**src/rtl/fir_dac_bridge.sv**
```systemverilog
// fir_dac_bridge
//   Bridges the FIR Avalon-ST source to the AUDIO_DAC host write port.
//   Each accepted 27-bit signed filter result is rounded, shifted right and
//   saturated to a 24-bit signed DAC word, buffered in a small FIFO, and then
//   written twice (left, then right) while honouring the DAC full flag.
//
// Ports:
//   i_clk, i_rst        clock, synchronous active-high reset
//   i_sink_data/valid/err  FIR ast_source data, valid, error
//   i_flush             synchronous flush: empties FIFO, drops stage 1, FSM to IDLE
//   o_dac_write         write strobe to AUDIO_DAC (combinational)
//   o_dac_write_data    write data to AUDIO_DAC (hold register)
//   i_dac_full          AUDIO_DAC full flag
//   o_dac_clear         one-cycle pulse the cycle after a flush
//   o_drop_cnt          saturating count of error drops and FIFO overflow drops
//   o_sat               sticky saturation flag, cleared only by reset
//   o_busy              FIFO non-empty or FSM not idle
//
// Build option:
//   FIR_DAC_DITHER_EN   when defined, a 16-bit LFSR supplies the rounding bits
//                       (rectangular dither) instead of the half-LSB constant.
module fir_dac_bridge #(
    parameter int pIN_DW      = 27,
    parameter int pDAC_DW     = 24,
    parameter int pSHIFT      = 3,
    parameter int pFIFO_DEPTH = 8
) (
    input  logic                 i_clk,
    input  logic                 i_rst,
    input  logic [pIN_DW-1:0]    i_sink_data,
    input  logic                 i_sink_valid,
    input  logic [1:0]           i_sink_err,
    input  logic                 i_flush,
    output logic                 o_dac_write,
    output logic [pDAC_DW-1:0]   o_dac_write_data,
    input  logic                 i_dac_full,
    output logic                 o_dac_clear,
    output logic [15:0]          o_drop_cnt,
    output logic                 o_sat,
    output logic                 o_busy
);

    localparam int AW = $clog2(pFIFO_DEPTH);

    // Clamp bounds expressed at the widened conversion width.
    localparam logic signed [pIN_DW:0] SAT_MAX =
        {{(pIN_DW-pDAC_DW+2){1'b0}}, {(pDAC_DW-1){1'b1}}};
    localparam logic signed [pIN_DW:0] SAT_MIN =
        {{(pIN_DW-pDAC_DW+2){1'b1}}, {(pDAC_DW-1){1'b0}}};

    typedef enum logic [1:0] {
        IDLE,
        WR_L,
        WR_R
    } state_t;

    // ------------------------------------------------------------------
    // Input qualification (a flush cycle swallows any input silently)
    // ------------------------------------------------------------------
    logic accept;
    logic err_drop;

    assign accept   = i_sink_valid && (i_sink_err == 2'b00) && !i_flush;
    assign err_drop = i_sink_valid && (i_sink_err != 2'b00) && !i_flush;

    // ------------------------------------------------------------------
    // Rounding constant
    // ------------------------------------------------------------------
    logic signed [pIN_DW:0] rnd;

`ifdef FIR_DAC_DITHER_EN
    logic [15:0] lfsr;

    // Fibonacci form of x^16+x^14+x^13+x^11+1, shifting towards bit 0.
    always_ff @(posedge i_clk) begin
        if (i_rst) begin
            lfsr <= 16'hACE1;
        end else if (accept) begin
            lfsr <= {lfsr[0] ^ lfsr[2] ^ lfsr[3] ^ lfsr[5], lfsr[15:1]};
        end
    end

    always_comb begin
        rnd = '0;
        for (int unsigned i = 0; i < 16; i++) begin
            if (i < unsigned'(pSHIFT)) begin
                rnd[i] = lfsr[i];
            end
        end
    end
`else
    if (pSHIFT > 0) begin : g_round
        assign rnd = (pIN_DW+1)'(1) << (pSHIFT - 1);
    end else begin : g_no_round
        assign rnd = '0;
    end
`endif

    // ------------------------------------------------------------------
    // Conversion: sign-extend, round, arithmetic shift, saturate
    // ------------------------------------------------------------------
    logic signed [pIN_DW:0] ext;
    logic signed [pIN_DW:0] sum;
    logic signed [pIN_DW:0] shifted;
    logic [pDAC_DW-1:0]     conv;
    logic                   clamp;

    always_comb begin
        ext     = {i_sink_data[pIN_DW-1], i_sink_data};
        sum     = ext + rnd;
        shifted = sum >>> pSHIFT;
        clamp   = 1'b0;
        conv    = shifted[pDAC_DW-1:0];
        if (shifted > SAT_MAX) begin
            conv  = {1'b0, {(pDAC_DW-1){1'b1}}};
            clamp = 1'b1;
        end else if (shifted < SAT_MIN) begin
            conv  = {1'b1, {(pDAC_DW-1){1'b0}}};
            clamp = 1'b1;
        end
    end

    // Stage 1 register
    logic               s1_valid;
    logic [pDAC_DW-1:0] s1_data;
    logic               sat;

    always_ff @(posedge i_clk) begin
        if (i_rst) begin
            s1_valid <= 1'b0;
            s1_data  <= '0;
            sat      <= 1'b0;
        end else begin
            s1_valid <= accept;
            if (accept) begin
                s1_data <= conv;
            end
            if (accept && clamp) begin
                sat <= 1'b1;
            end
        end
    end

    // ------------------------------------------------------------------
    // Sample FIFO
    // ------------------------------------------------------------------
    logic [pDAC_DW-1:0] mem [pFIFO_DEPTH];
    logic [AW-1:0]      wr_ptr;
    logic [AW-1:0]      rd_ptr;
    logic [AW:0]        count;
    logic               fifo_empty;
    logic               fifo_full;
    logic               pop;
    logic               push_ok;
    logic               ovf_drop;

    assign fifo_empty = (count == '0);
    assign fifo_full  = (count == (AW+1)'(pFIFO_DEPTH));

    // A pop in the same cycle frees the slot, so a full FIFO still accepts.
    assign push_ok  = s1_valid && !i_flush && (!fifo_full || pop);
    assign ovf_drop = s1_valid && !i_flush && fifo_full && !pop;

    always_ff @(posedge i_clk) begin
        if (i_rst || i_flush) begin
            wr_ptr <= '0;
            rd_ptr <= '0;
            count  <= '0;
        end else begin
            if (push_ok) begin
                wr_ptr <= wr_ptr + 1'b1;
            end
            if (pop) begin
                rd_ptr <= rd_ptr + 1'b1;
            end
            case ({push_ok, pop})
                2'b10:   count <= count + 1'b1;
                2'b01:   count <= count - 1'b1;
                default: count <= count;
            endcase
        end
    end

    always_ff @(posedge i_clk) begin
        if (push_ok) begin
            mem[wr_ptr] <= s1_data;
        end
    end

    // ------------------------------------------------------------------
    // Drop counter (error drop and overflow drop may coincide)
    // ------------------------------------------------------------------
    logic [1:0]  drop_inc;
    logic [16:0] drop_sum;
    logic [15:0] drop_cnt;

    assign drop_inc = {1'b0, err_drop} + {1'b0, ovf_drop};
    assign drop_sum = {1'b0, drop_cnt} + 17'(drop_inc);

    always_ff @(posedge i_clk) begin
        if (i_rst) begin
            drop_cnt <= '0;
        end else begin
            drop_cnt <= drop_sum[16] ? 16'hFFFF : drop_sum[15:0];
        end
    end

    // ------------------------------------------------------------------
    // Output FSM
    // ------------------------------------------------------------------
    state_t             state;
    state_t             state_next;
    logic               dac_write;
    logic [pDAC_DW-1:0] hold;
    logic               clear;

    always_ff @(posedge i_clk) begin
        if (i_rst) begin
            state <= IDLE;
            hold  <= '0;
        end else begin
            state <= state_next;
            if (pop) begin
                hold <= mem[rd_ptr];
            end
        end
    end

    always_comb begin
        state_next = state;
        dac_write  = 1'b0;
        pop        = 1'b0;
        case (state)
            IDLE: begin
                if (!fifo_empty) begin
                    pop        = 1'b1;
                    state_next = WR_L;
                end
            end
            WR_L: begin
                dac_write = !i_dac_full;
                if (dac_write) begin
                    state_next = WR_R;
                end
            end
            WR_R: begin
                dac_write = !i_dac_full;
                if (dac_write) begin
                    if (!fifo_empty) begin
                        pop        = 1'b1;
                        state_next = WR_L;
                    end else begin
                        state_next = IDLE;
                    end
                end
            end
            default: state_next = IDLE;
        endcase
        // Flush overrides everything decided above.
        if (i_flush) begin
            dac_write  = 1'b0;
            pop        = 1'b0;
            state_next = IDLE;
        end
    end

    always_ff @(posedge i_clk) begin
        if (i_rst) begin
            clear <= 1'b0;
        end else begin
            clear <= i_flush;
        end
    end

    assign o_dac_write      = dac_write;
    assign o_dac_write_data = hold;
    assign o_dac_clear      = clear;
    assign o_drop_cnt       = drop_cnt;
    assign o_sat            = sat;
    assign o_busy           = !fifo_empty || (state != IDLE);

endmodule

```
**config.mk**
```make
export PLATFORM = sky130hd
export DESIGN_NAME = fir_dac_bridge
export DESIGN_NICKNAME = d
export VERILOG_FILES = /design/src/rtl/fir_dac_bridge.sv
export SDC_FILE = /design/constraint.sdc
export NUM_CORES = 1
export LEC_CHECK = 0
export ABC_AREA = 1
export CORE_ASPECT_RATIO = 0.9
export CORE_UTILIZATION = 38
export DETAILED_ROUTE_END_ITERATION = 7
export GPL_TIMING_DRIVEN = 0
export SLEW_MARGIN = 20
export SYNTH_ARGS = -nofsm -noshare
export SYNTH_HDL_FRONTEND = slang
export SYNTH_SLANG_ARGS = --single-unit
export TNS_END_PERCENT = 50
```
**constraint.sdc**
```tcl
create_clock -name i_clk -period 6.3 [get_ports i_clk]
set_clock_uncertainty 0.2 [all_clocks]
set_input_delay 1.89 -clock i_clk [delete_from_list [all_inputs] [get_ports i_clk]]
set_output_delay 1.89 -clock i_clk [all_outputs]
set_load 0.005 [all_outputs]
```
# Yosys cells after proc, flatten, opt, wreduce, memory -nomap -nowiden
# Memories as Yosys holds them, arrays and structs flattened. A register that Yosys moved wholly into a read port is not among the register bits.
# Index checks and enable logic that the tools add are counted.
op_classes:
  n_eq_ne: 8
  n_shift: 0
  n_mux: 19
  div_mod_pow: 0
  reduce_logical: 26
  add_sub_neg: 7
  n_bitwise: 0
  order_cmp: 2
  mul: 0
op_table:
  columns: ["op", "count"]
  rows:
  - ["$mux W24", 2]
  - ["$add A27 B4 Y28 const B", 1]
  - ["$gt A25 B24 Y1 const B", 1]
  - ["$lt A25 B24 Y1 const B", 1]
  - ["$add A16 B2 Y17", 1]
  - ["$mux W16", 1]
  - ["$mux W1", 10]
  - ["$logic_and A1 B1 Y1", 9]
  - ["$pmux W4 S2", 1]
  - ["$add A3 B1 Y3 const B", 2]
  - ["$mux W2", 3]
  - ["$ne A2 B2 Y1 const B", 3]
  - ["$pmux W2 S3", 1]
  - ["$reduce_bool A2 Y1", 3]
  - ["$logic_not A1 Y1", 5]
  - ["$add A4 B1 Y4 const B", 1]
  - ["$eq A2 B1 Y1 const B", 2]
  - ["$eq A2 B2 Y1 const B", 2]
  - ["$eq A4 B4 Y1 const B", 1]
  - ["$logic_not A2 Y1", 2]
  - ["$logic_not A4 Y1", 1]
  - ["$reduce_or A2 Y1", 2]
  - ["$sub A4 B1 Y4 const B", 1]
  - ["$logic_or A1 B1 Y1", 3]
  - ["3 further kinds", 3]
word_totals:
  latchBits: 0
  memories: 1
  wordCells: 72
  regBits: 55
  ram_bits: 192
  mem_bits_ro: 0
memory_table:
  columns: ["memory", "words", "word_bits", "rd", "rd_clocked_by_memory_dff", "write_ports", "line", "rtl"]
  rows:
  - ["mem", 8, 24, 1, 1, 1, "147", "logic [pDAC_DW-1:0] mem [pFIFO_DEPTH];"]

# Depth between registers and ports, before layout
logic_depth:
  ltp_word: 10
  ltp_mapped: 17
  depth_no_buf: 17

# Worst setup path before layout
# No wires, ideal clock.
synth_timing:
  path_type: "input to output"
  startpoint: "in i_dac_full"
  endpoint: "out o_dac_write"
  path_buffers: 0
  arrival_ps: 2057
  path_slack_ps: 2153
  stages: 3
  path_cell_list: "inv_2 nand2_1 nor2_1"
synth_between:
  elab_chain_cells: 3
synth_lines:
  columns: ["element", "line", "rtl"]
  rows:
  - ["start, declared", "36", "input logic i_dac_full,"]
  - ["$logic_not A1 Y1", "241, 247", null]
  - ["$mux W1", null, null]
  - ["$mux W1", "260", "if (i_flush) begin"]
  - ["end, declared", "34", "output logic o_dac_write,"]
# Every way passes these cells.

# Worst setup path after layout
layout_timing:
  startpoint: "in i_flush"
  endpoint: "out o_dac_write"
layout_between:
  elab_chain_cells: 1
layout_lines:
  columns: ["element", "line", "rtl"]
  rows:
  - ["start, declared", "33", "input logic i_flush,"]
  - ["$mux W1", "260", null]
# Every way passes these cells.

==> metrics.md <==
| Metric | Value |
|---|---|
| Pwr dens | `260 nW/um^2` |
| Die area | `31400 sq um` |
| Post-synthesis compound-gate area fraction | `12.2%` |
| Synth Area in XOR/XNOR | `1.80%` |
| First-pass GRT wire length | `45900 microns` |
| Power Internal | `2.88 mW` |
| # fillers | `2813` |
| Critical Path AT | `3.02 ns` |
| Switching portion of total power | `21.0%` |
| CP Max Fanout | `5` |
| Syn Area/Cell | `10.3 sq um` |
| Worst setup SP type | `input port` |
| Pleak | `5.09 nW` |
| Minimum hold slack | `0.265 ns` |
| EDFF count, synth | `192` |
| IO buf count | `74` |
| Crit end category | `output port` |
| Avg WL per Cell | `17.6 microns` |
| Routed vias/inst | `5.08` |
| Final hold vios | `0` |
| Commonest non-fill, non-tap cell in the layout | `nor2_1` |
| Final min period | `5.11 ns` |
| RSZ-0062 raised after global routing | `false` |
| Post-synthesis register bit count | `271` |
| Core Util, Final | `46.6%` |
| DR iter-0 viols | `649` |
| Clk sinks | `271` |
| Antenna viol nets, final | `0` |
| Largest family of logic cells by synthesized area | `simple AND/OR/NAND/NOR gates` |
| Initial antenna violation count | `0` |
| Slew headroom | `46.2%` |
| Crit-path cells | `clkdlybuf4s50_1 > nor2_1 > clkdlybuf4s50_1` |
| Gate power share | `4.2%` |
| Vias in the first global route | `8215` |
| Ant diodes | `0` |
| Simple-gate share of the synthesized area | `16.0%` |
| Most frequent cells in the layout | `nor2_1, edfxtp_1, o21ai_0` |
| Critical Path Max Stage Delay | `0.50 ns` |
| Drt pass-1 iters | `5` |
| Req. time, crit path | `4.21 ns` |
| Total track usage | `18.7%` |
| GPL Wtd Cong | `0.915` |
| Worst Hold Class | `flop to flop` |
| Largest net degree at the start of global routing | `24` |
| Critical setup path kind | `input port to output port` |
| Register area share after synthesis | `63.1%` |
| Nets | `1286` |
| Layout cells sized above 1 | `9.61%` |
| CTS clk-pin slew, worst paths | `0.06 ns` |
| FFs w/ async S/R, synth | `0%` |
| Hold-fix buffers, CTS | `0` |
| Die W | `187 microns` |
| Worst vdd ir | `0.201 mV` |
| Cell count after synthesis | `1128` |
| CTS Buf Count | `27` |
| HPWL Detailed | `20400 microns` |
| Synthesized net count | `1175` |
| DRC | `0` |
| Core Region | `30000 sq um` |
| Synth Flop Type | `edfxtp_1` |
| Status | `finished clean` |
| Adder-cell area share of the yosys netlist | `1.53%` |
| Clock power share | `42.8%` |
| Worst slew pin tran | `0.807 ns` |
| Fmax | `196 MHz` |
| Synth warn | `0` |
| Post-CTS setup buffer count | `0` |
| Library cells used by synthesis | `40` |
| Mux cell area share after synthesis | `0%` |
| Total of max-cap violations | `0` |
| Worst path most repeated cell | `clkdlybuf4s50_1` |
| Num rows | `60` |
| CTS Root Cell | `clkbuf_16` |
| Clock Path Buffers | `3` |
| Clk Latency, worst-skew pair | `0.53 ns` |
| Total gr overflow | `0` |
| Max-slew violation count | `0` |
| Cts repair resizes | `0` |
| Via Count | `8441` |
| Die extent in y | `168 microns` |
| Max stage delay cell, worst path | `clkdlybuf4s50_1` |
| Register share of total power | `53.0%` |
| Final period util | `81.1%` |
| Post-Syn Area | `11600 sq um` |
| Routed WL | `29300 microns` |
| Area delta synth->final | `20.1%` |
| CTS HTree Levels | `1` |
| Net switching power | `764 uW` |
| Setup TNS | `0 ns` |
| Final setup viols | `0` |
| CTS tree | `built` |
| Ports | `78` |
| Starting density of the core | `38.8%` |
| Post-layout power | `3.64 mW` |
## per-stage QoR
| stage | area [sq um] | setup WS, ns | cells |
|---|---|---|---|
| floorplan | 11600 | 2.15 | 1128 |
| global placement | 12900 | 0.631 | 1605 |
| detailed placement | 13100 | 1.19 | 1613 |
| CTS | 14000 | 1.17 | 1662 |
| global route | 14000 | 1.11 | 1662 |
| finish | 14000 | 1.19 | 1662 |
## path summary, 6_finish.rpt
path | start | to | slack [ns] | cells after the start
worst min register to register | o_sat | o_sat | 0.26 | 2
worst max-delay path | i_flush | o_dac_write | 1.19 | 3
worst max register to register | state[0] | o_drop_cnt[9] | 3.25 | 16
worst min-delay path | o_sat | o_sat | 0.26 | 2
## registers in the layout (all words and copies together), names as in the netlist
register,flops
s1_valid,1
s1_data,24
mem,192
o_dac_clear,1
rd_ptr,3
o_sat,1
count,4
o_drop_cnt,16
state,2
wr_ptr,3
o_dac_write_data,24
## kinds of logic after synthesis
| logic type | Yosys count |
|---|---|
| AND/OR/NAND/NOR | 418 |
| flip-flops | 271 |
| AO/OA/AOI/OAI | 259 |
| buffers and inverters | 143 |
| XOR/XNOR | 24 |
| adder cells (fa/ha/maj) | 13 |
## cell usage after synthesis (6+ instances only)
| master | n | area [sq um] |
|---|---|---|
| nor3_1 | 6 | 30.0 |
| xnor2_1 | 8 | 70.1 |
| inv_1 | 81 | 304 |
| nand3_1 | 30 | 150 |
| nand2_1 | 122 | 458 |
| nor2_2 | 7 | 43.8 |
| edfxtp_1 | 192 | 5770 |
| o21ai_1 | 20 | 100 |
| nor2_1 | 201 | 754 |
| nand4_1 | 8 | 50.1 |
| o21ai_0 | 141 | 706 |
| o221ai_1 | 24 | 210 |
| clkbuf_1 | 36 | 135 |
| xor2_1 | 16 | 140 |
| a21oi_1 | 46 | 230 |
| buf_2 | 9 | 45.0 |
| o22ai_1 | 24 | 150 |
| nand3_2 | 20 | 200 |
| nand2_2 | 12 | 75.1 |
| ha_1 | 11 | 138 |
| dfxtp_1 | 79 | 1580 |
## power groups by stage
| stage | combinational, mW | clock, mW | sequential (mW) |
|---|---|---|---|
| 2_1_floorplan | 0.0823 | 0 | 1.96 |
| 3_3_place_gp | 0.150 | 0 | 1.97 |
| 3_5_place_dp | 0.152 | 0 | 1.97 |
| 4_1_cts | 0.153 | 1.59 | 1.93 |
| 5_1_grt | 0.169 | 1.66 | 1.93 |
| 6_report | 0.152 | 1.56 | 1.93 |
## routing by layer
layer / GRT usage, % / vias up / share of wire [%]
met5: 0 / - / 0
met4: 4.88 / 0 / 1.9
met3: 2.63 / 42 / 5.7
met1: 26.6 / 4020 / 47
li1: - / 4134 / -
met2: 30.2 / 245 / 45
## critical path: cells and delay by family
kind | cells | cell delay (ns)
buffers and inverters | 2 | 0.99
AND/OR/NAND/NOR | 1 | 0.13
## cell type report
class / count / area, sq um / share of cell area (%)
Buffer: 57 / 297 / 2.12
Clock inverter: 7 / 63.8 / 0.456
Sequential cell: 271 / 7350 / 52.5
Inverter: 86 / 323 / 2.31
Multi-Input combinational cell: 714 / 3740 / 26.8
Timing Repair Buffer: 82 / 921 / 6.58
Clock buffer: 42 / 793 / 5.67
Tap cell: 403 / 504 / 3.60
Power figures use the tool's default switching activity.
